<file path="src/rtl/operand_fwd_ctrl.sv">
// Operand forwarding controller for the execute-stage A/B operand muxes.
// Tracks the destination registers of the EX and MA instructions and picks
// the forwarding source for each decode operand. It raises a one-cycle
// stall when a decode source depends on a load that is still in EX.
module operand_fwd_ctrl #(
    parameter int REG_ID_W = 4,
    parameter int CNT_W    = 16
) (
    input  logic                clk,
    input  logic                rst,
    input  logic                dec_valid,
    input  logic [REG_ID_W-1:0] dec_ra,
    input  logic [REG_ID_W-1:0] dec_rb,
    input  logic                dec_use_a,
    input  logic                dec_use_b,
    input  logic                dec_imm_b,
    input  logic [REG_ID_W-1:0] dec_rd,
    input  logic                dec_wr,
    input  logic                dec_load,
    input  logic                hold,
    input  logic                flush,
    output logic [1:0]          sel_a,
    output logic [1:0]          sel_b,
    output logic                mux_enb,
    output logic                stall,
    output logic [CNT_W-1:0]    stall_cnt
);

    localparam logic [1:0] SEL_RF  = 2'd0;
    localparam logic [1:0] SEL_EX  = 2'd1;
    localparam logic [1:0] SEL_MA  = 2'd2;
    localparam logic [1:0] SEL_IMM = 2'd3;

    logic                exValid_q, exValid_d;
    logic [REG_ID_W-1:0] exRd_q,    exRd_d;
    logic                exWr_q,    exWr_d;
    logic                exLoad_q,  exLoad_d;
    logic                maValid_q, maValid_d;
    logic [REG_ID_W-1:0] maRd_q,    maRd_d;
    logic                maWr_q,    maWr_d;
    logic                maLoad_q,  maLoad_d;
    logic [CNT_W-1:0]    stallCnt_q, stallCnt_d;

    logic useA;
    logic useB;
    logic matchExA;
    logic matchMaA;
    logic matchExB;
    logic matchMaB;

    // An immediate B operand means the B register is not really read.
    assign useA = dec_use_a;
    assign useB = dec_use_b & ~dec_imm_b;

    // R0 always reads zero, so it never matches an in-flight writer.
    assign matchExA = exValid_q & exWr_q & (exRd_q == dec_ra) & (dec_ra != '0) & useA;
    assign matchMaA = maValid_q & maWr_q & (maRd_q == dec_ra) & (dec_ra != '0) & useA;
    assign matchExB = exValid_q & exWr_q & (exRd_q == dec_rb) & (dec_rb != '0) & useB;
    assign matchMaB = maValid_q & maWr_q & (maRd_q == dec_rb) & (dec_rb != '0) & useB;

    // Forwarding selects, load-use stall and mux enable; the younger EX entry wins over MA.
    always_comb begin
        sel_a   = SEL_RF;
        sel_b   = SEL_RF;
        stall   = 1'b0;
        mux_enb = 1'b0;
        if (!rst) begin
            if (matchExA) begin
                sel_a = SEL_EX;
            end else if (matchMaA) begin
                sel_a = SEL_MA;
            end
            if (matchExB) begin
                sel_b = SEL_EX;
            end else if (matchMaB) begin
                sel_b = SEL_MA;
            end
            stall = dec_valid & exLoad_q & (matchExA | matchExB);
        end
        if (dec_imm_b) begin
            sel_b = SEL_IMM;
        end
        mux_enb = dec_valid & ~stall & ~flush & ~rst;
    end

    // Next scoreboard contents and stall counter; flush beats hold, hold beats stall.
    always_comb begin
        exValid_d  = exValid_q;
        exRd_d     = exRd_q;
        exWr_d     = exWr_q;
        exLoad_d   = exLoad_q;
        maValid_d  = maValid_q;
        maRd_d     = maRd_q;
        maWr_d     = maWr_q;
        maLoad_d   = maLoad_q;
        stallCnt_d = stallCnt_q;

        if (flush) begin
            exValid_d = 1'b0;
            exRd_d    = '0;
            exWr_d    = 1'b0;
            exLoad_d  = 1'b0;
            maValid_d = 1'b0;
            maRd_d    = '0;
            maWr_d    = 1'b0;
            maLoad_d  = 1'b0;
        end else if (!hold) begin
            maValid_d = exValid_q;
            maRd_d    = exRd_q;
            maWr_d    = exWr_q;
            maLoad_d  = exLoad_q;
            if (stall) begin
                exValid_d = 1'b0;
                exRd_d    = '0;
                exWr_d    = 1'b0;
                exLoad_d  = 1'b0;
            end else begin
                exValid_d = dec_valid;
                exRd_d    = dec_rd;
                exWr_d    = dec_wr;
                exLoad_d  = dec_load;
            end
        end

        if (stall && !hold && (stallCnt_q != {CNT_W{1'b1}})) begin
            stallCnt_d = stallCnt_q + {{(CNT_W-1){1'b0}}, 1'b1};
        end
    end

    // State registers with synchronous reset that empties the scoreboard and clears the counter.
    always_ff @(posedge clk) begin
        if (rst) begin
            exValid_q  <= 1'b0;
            exRd_q     <= '0;
            exWr_q     <= 1'b0;
            exLoad_q   <= 1'b0;
            maValid_q  <= 1'b0;
            maRd_q     <= '0;
            maWr_q     <= 1'b0;
            maLoad_q   <= 1'b0;
            stallCnt_q <= '0;
        end else begin
            exValid_q  <= exValid_d;
            exRd_q     <= exRd_d;
            exWr_q     <= exWr_d;
            exLoad_q   <= exLoad_d;
            maValid_q  <= maValid_d;
            maRd_q     <= maRd_d;
            maWr_q     <= maWr_d;
            maLoad_q   <= maLoad_d;
            stallCnt_q <= stallCnt_d;
        end
    end

    assign stall_cnt = stallCnt_q;

endmodule

</file>
<file path="config.mk">
export PLATFORM = sky130hd
export DESIGN_NAME = operand_fwd_ctrl
export DESIGN_NICKNAME = d
export VERILOG_FILES = /design/src/rtl/operand_fwd_ctrl.sv
export SDC_FILE = /design/constraint.sdc
export NUM_CORES = 1
export LEC_CHECK = 0
export CAP_MARGIN = 20
export CORE_ASPECT_RATIO = 1.25
export CORE_MARGIN = 5
export CORE_UTILIZATION = 51
export CTS_BUF_LIST = sky130_fd_sc_hd__clkbuf_16
export CTS_CLUSTER_DIAMETER = 30
export CTS_CLUSTER_SIZE = 40
export DETAILED_ROUTE_END_ITERATION = 12
export PLACE_DENSITY_LB_ADDON = 0.08
export SLEW_MARGIN = 10
export SYNTH_ARGS = -nofsm -noshare
export SYNTH_HDL_FRONTEND = slang
export SYNTH_SLANG_ARGS = --single-unit
</file>
<file path="constraint.sdc">
create_clock -name clk -period 6.1 [get_ports clk]
set_input_delay 0.915 -clock clk [delete_from_list [all_inputs] [get_ports clk]]
set_output_delay 0.915 -clock clk [all_outputs]
set_load 0.005 [all_outputs]
</file>
# Yosys cells after proc, flatten, opt, wreduce, memory -nomap -nowiden
# Index checks and enable logic that the tools add are counted.
word_totals:
  register_bits: 29
  input_bits: 22
classes:
  add_sub_neg: 1
  n_eq_ne: 5
  n_mux: 12
  bitwise: 25
  n_reduce_logical: 6
ops:
  columns: ["cell", "n"]
  rows:
  - ["$and A1 B1 Y1", 20]
  - ["$add A16 B1 Y16 const B", 1]
  - ["$eq A4 B4 Y1", 4]
  - ["$ne A16 B16 Y1 const B", 1]
  - ["$mux W2", 7]
  - ["$reduce_bool A4 Y1", 2]
  - ["$mux W1", 4]
  - ["$mux W4", 1]
  - ["$not A1 Y1", 4]
  - ["$logic_and A1 B1 Y1", 2]
  - ["$reduce_or A2 Y1", 1]
  - ["$logic_not A1 Y1", 1]
  - ["$or A1 B1 Y1", 1]

# Logic depth before layout (Yosys ltp)
depth:
  depth_word: 11
  mapped_depth: 8
  mapped_depth_nobuf: 7

# Worst setup path before layout
# No wires, ideal clock.
synth_path:
  kind: "input to output"
  from: "input port dec_rb[1]"
  to: "output port mux_enb"
  arrival_time_ns: 2.270
  t_required_ns: 5.185
  path_slack_ns: 2.915
  cell_stages: 6
  path_buffers: 1
  cell_sequence: "xor2_1 -> or4_4 -> nor4_4 -> o21bai_2 -> buf_6 -> and3_1"
synth_via:
  elab_chain_cells: 11
synth_lines:
  columns: ["element", "line_no", "text"]
  rows:
  - ["start, declared", "13", "input logic [REG_ID_W-1:0] dec_rb,"]
  - ["$eq A4 B4 Y1", "58", "assign matchExB = exValid_q & exWr_q & (exRd_q == dec_rb) & (dec_rb != '0) & useB;"]
  - ["$and A1 B1 Y1", "58", null]
  - ["$and A1 B1 Y1 * (2 in series)", "58", null]
  - ["$or A1 B1 Y1 *", "78", "stall = dec_valid & exLoad_q & (matchExA | matchExB);"]
  - ["$and A1 B1 Y1 *", "78", null]
  - ["$mux W1 *", "67", "if (!rst) begin"]
  - ["$not A1 Y1 *", "83", "mux_enb = dec_valid & ~stall & ~flush & ~rst;"]
  - ["$and A1 B1 Y1 * (3 in series)", "83", null]
  - ["end, declared", "24", "output logic mux_enb,"]
# Mark *: on every way between the ends. The rest lies on a longest branch, timed or not.

# Worst setup path after layout
layout_path:
  from: "input port dec_rb[0]"
  to: "output port mux_enb"
# Same word-level chain as after synthesis.

==> key figures <==
Run status
  – Status: completed

Layout
  – Ratio of cells with drive above 1 in the final layout: 6.31%
  – Most frequent cells in the layout: clkdlybuf4s50_1 (43), dfxtp_1 (29), nor2_1 (21)
  – # diodes: 0
  – Fillcell total: 246
  – Commonest non-fill, non-tap cell in the layout: clkdlybuf4s50_1
  – Final core occ: 72.9%
  – Synthesis-to-finish area growth: 36.5%
  – Nets: 244

Die
  – Die Span Y: 72.1 um
  – Die ar.: 4300 um^2
  – Core Area: 2950 um^2
  – Initial core utilization: 53.4%
  – Die width: 59.7 um
  – Num rows: 22
  – Io pins: 44

Synthesis
  – Post-synth EDFFs: 0
  – Flops & latches, synth: 29
  – Top cell type's share of synthesized area: 36.9%
  – Post-Synthesis Cell Area: 1570 um^2
  – Largest area contributor in the netlist: dfxtp_1
  – Synth unique cells: 40
  – Area contributors post-synth: dfxtp_1 (37%), mux2i_1 (8.3%), xor2_1 (6.7%)
  – Syn avg cell area: 8.78 um^2
  – Seq/Total Area, Yosys: 36.9%
  – Post-synthesis cell count: 179
  – Top FF cell, synth: dfxtp_1
  – Syn. warnings: 0
  – Async SR Flop Fraction: 0%
  – Syn nets: 202

STA
  – RSZ-0062 raised after global routing: false
  – Final Hold Viols: 0
  – Tcrit/Tclk final: 70.9%
  – Worst Tran Pin Value: 922 ps
  – Max frequency: 231 MHz
  – Min cycle time layout: 4320 ps
  – Final number of setup-violating endpoints: 0
  – Max_slew headroom: 38.4%
  – Final setup TNS: 0 ps
  – Clock skew: 5.27 ps
  – Max-slew violation count: 0

Job
  – Max Cap Viol: 0

Setup path
  – CP Class: primary input to output pin
  – Register-to-Register Path Depth: 6
  – Reg2reg end: stall_cnt[14]$_SDFFE_PP0P_
  – Required @ worst endpoint: 5180 ps
  – Startpoint type of the worst setup path: primary input
  – Highest net fanout along the worst path: 11
  – R2r setup slk: 3680 ps
  – Worst Setup End Kind: output pin
  – Critical path arrival: 3410 ps
  – Reg-to-reg startpoint: exRd_q[1]$_SDFFE_PP0N_

Clock tree
  – Hold-fix buffers, CTS: 0
  – Clock root buffer master: clkbuf_16
  – CTS tree: built
  – Worst-path clk slew: 50 ps
  – CTS Buffer Depth: 2
  – Clock Sinks: 29
  – Cts repair resizes: 0
  – Worst-Skew Late Latency: 270 ps
  – CTS Buf Count: 5
  – H-tree depth: 2
  – Setup repair bufs after CTS: 0

Global route
  – Largest net degree at the start of global routing: 20
  – Tot GR Track Use: 20.3%
  – Vias in the first global route: 1483
  – Initial antenna violation count: 0
  – Remaining Overflow, GRT: 0
  – First-pass GRT wire length: 6700 um

Detailed routing
  – Drt pass-1 iters: 5
  – ANT nets after route: 0
  – Drt wl/cell: 15.4 um
  – Via/cell ratio: 5.74
  – Initial DRC Count: 94
  – Vias: 1480
  – Routed WL: 3980 um
  – Drt drc: 0

Place
  – Half-perimeter wire length after placement: 3020 um
  – PortBufs: 43
  – GPL Wtd Cong: 0.933

Hold path
  – Hold Startpoint: stall_cnt[9]$_SDFFE_PP0P_
  – Min-Delay Path Depth: 2
  – WHS Endpoint: stall_cnt[9]$_SDFFE_PP0P_
  – Worst hold path class: flip-flop to flip-flop

Pwr
  – Power share of the combinational group: 8.9%
  – Clock power frac: 49.1%
  – Internal power: 0.361 mW
  – PwrDens: 215 nW/um^2
  – Maximum VDD drop: 0.000161 V
  – Sw frac: 21.7%
  – Leakage Power: 0.766 nW
  – Final Power: 0.461 mW
  – Flop pwr share: 42.0%
  – Psw: 0.100 mW
## flip-flops by register name, summed over array words and instances (netlist names)
name	cells
maValid_q	1
maRd_q	4
exRd_q	4
exLoad_q	1
exWr_q	1
maWr_q	1
exValid_q	1
stall_cnt	16
## layer usage
| layer | vias to the layer above | part of all wire [%] | GRT usage [%] |
|---|---|---|---|
| met5 | - | 0 | 0 |
| li1 | 730 | - | - |
| met2 | 51 | 52 | 34.1 |
| met3 | 10 | 5.7 | 5.34 |
| met1 | 689 | 40 | 23.0 |
| met4 | 0 | 2.7 | 10.6 |
## cells by family after synthesis
logic type	share of synthesized area, %
muxes	9.00
and+or+nand+nor	26.7
buffers and inverters	3.18
AOI/OAI and AO/OA	12.8
DFF	36.9
xor gates and xnor gates	10.6
adders and majority gates	0.796
## worst max-delay path, cell delays in order
cell and delay [ps]:
clkdlybuf4s50_1 530, o41ai_1 130, or4_4 560, nor4_4 340, o21bai_2 250, and3_1 230, clkdlybuf4s50_1 460
## final cells by class
type	instances	area (um^2)	area share, %
multi-input cells	139	941	43.8
flip-flops and latches	29	581	27.1
repair buffers	43	430	20.1
clock buffers	5	125	5.83
well taps	36	45.0	2.10
clock inverters	3	12.5	0.583
inverters	3	11.3	0.525
## worst max path at each step
stage	to	slack (ps)	from	cells after the start
floorplan	mux_enb	2920	dec_rb[1]	6
global placement	mux_enb	1850	dec_rb[0]	7
detailed placement	mux_enb	1780	dec_rb[0]	7
CTS	mux_enb	1780	dec_rb[0]	7
global route	mux_enb	1660	dec_rb[0]	7
finish	mux_enb	1780	dec_rb[0]	7
## cells in the mapped netlist, types with 2 or more instances
cell	count
or2_1	2
xnor2_1	7
dfxtp_1	29
clkbuf_1	6
nor4_4	2
or3_1	7
mux2i_1	13
or4_1	3
and3_1	2
xor2_1	12
inv_2	2
nor3_1	4
nor4_1	3
nand3_1	5
o41ai_1	2
o31ai_1	3
nor2b_1	3
nand2_1	8
a21oi_1	11
o211ai_1	2
nand4_1	7
o21ai_1	8
nor2_1	21
## metrics by stage
stage | setup slack [ps] | instances | instance area, um^2 | hold slack, ps
finish | 1780 | 258 | 2150 | 504
global placement | 1850 | 250 | 2010 | 473
global route | 1660 | 258 | 2150 | 536
CTS | 1780 | 258 | 2150 | 501
detailed placement | 1780 | 250 | 2010 | 489
floorplan | 2920 | 179 | 1570 | 456
## power by group through the flow
stage | clock network [mW] | registers [mW] | logic (mW)
final | 0.226 | 0.194 | 0.0411
after global routing | 0.239 | 0.194 | 0.0443
after CTS | 0.228 | 0.194 | 0.0412
after floorplan | 0 | 0.197 | 0.0195
after detailed placement | 0 | 0.198 | 0.0409
after global placement | 0 | 0.197 | 0.0402
Note: power is estimated with default switching activity, not from simulation.
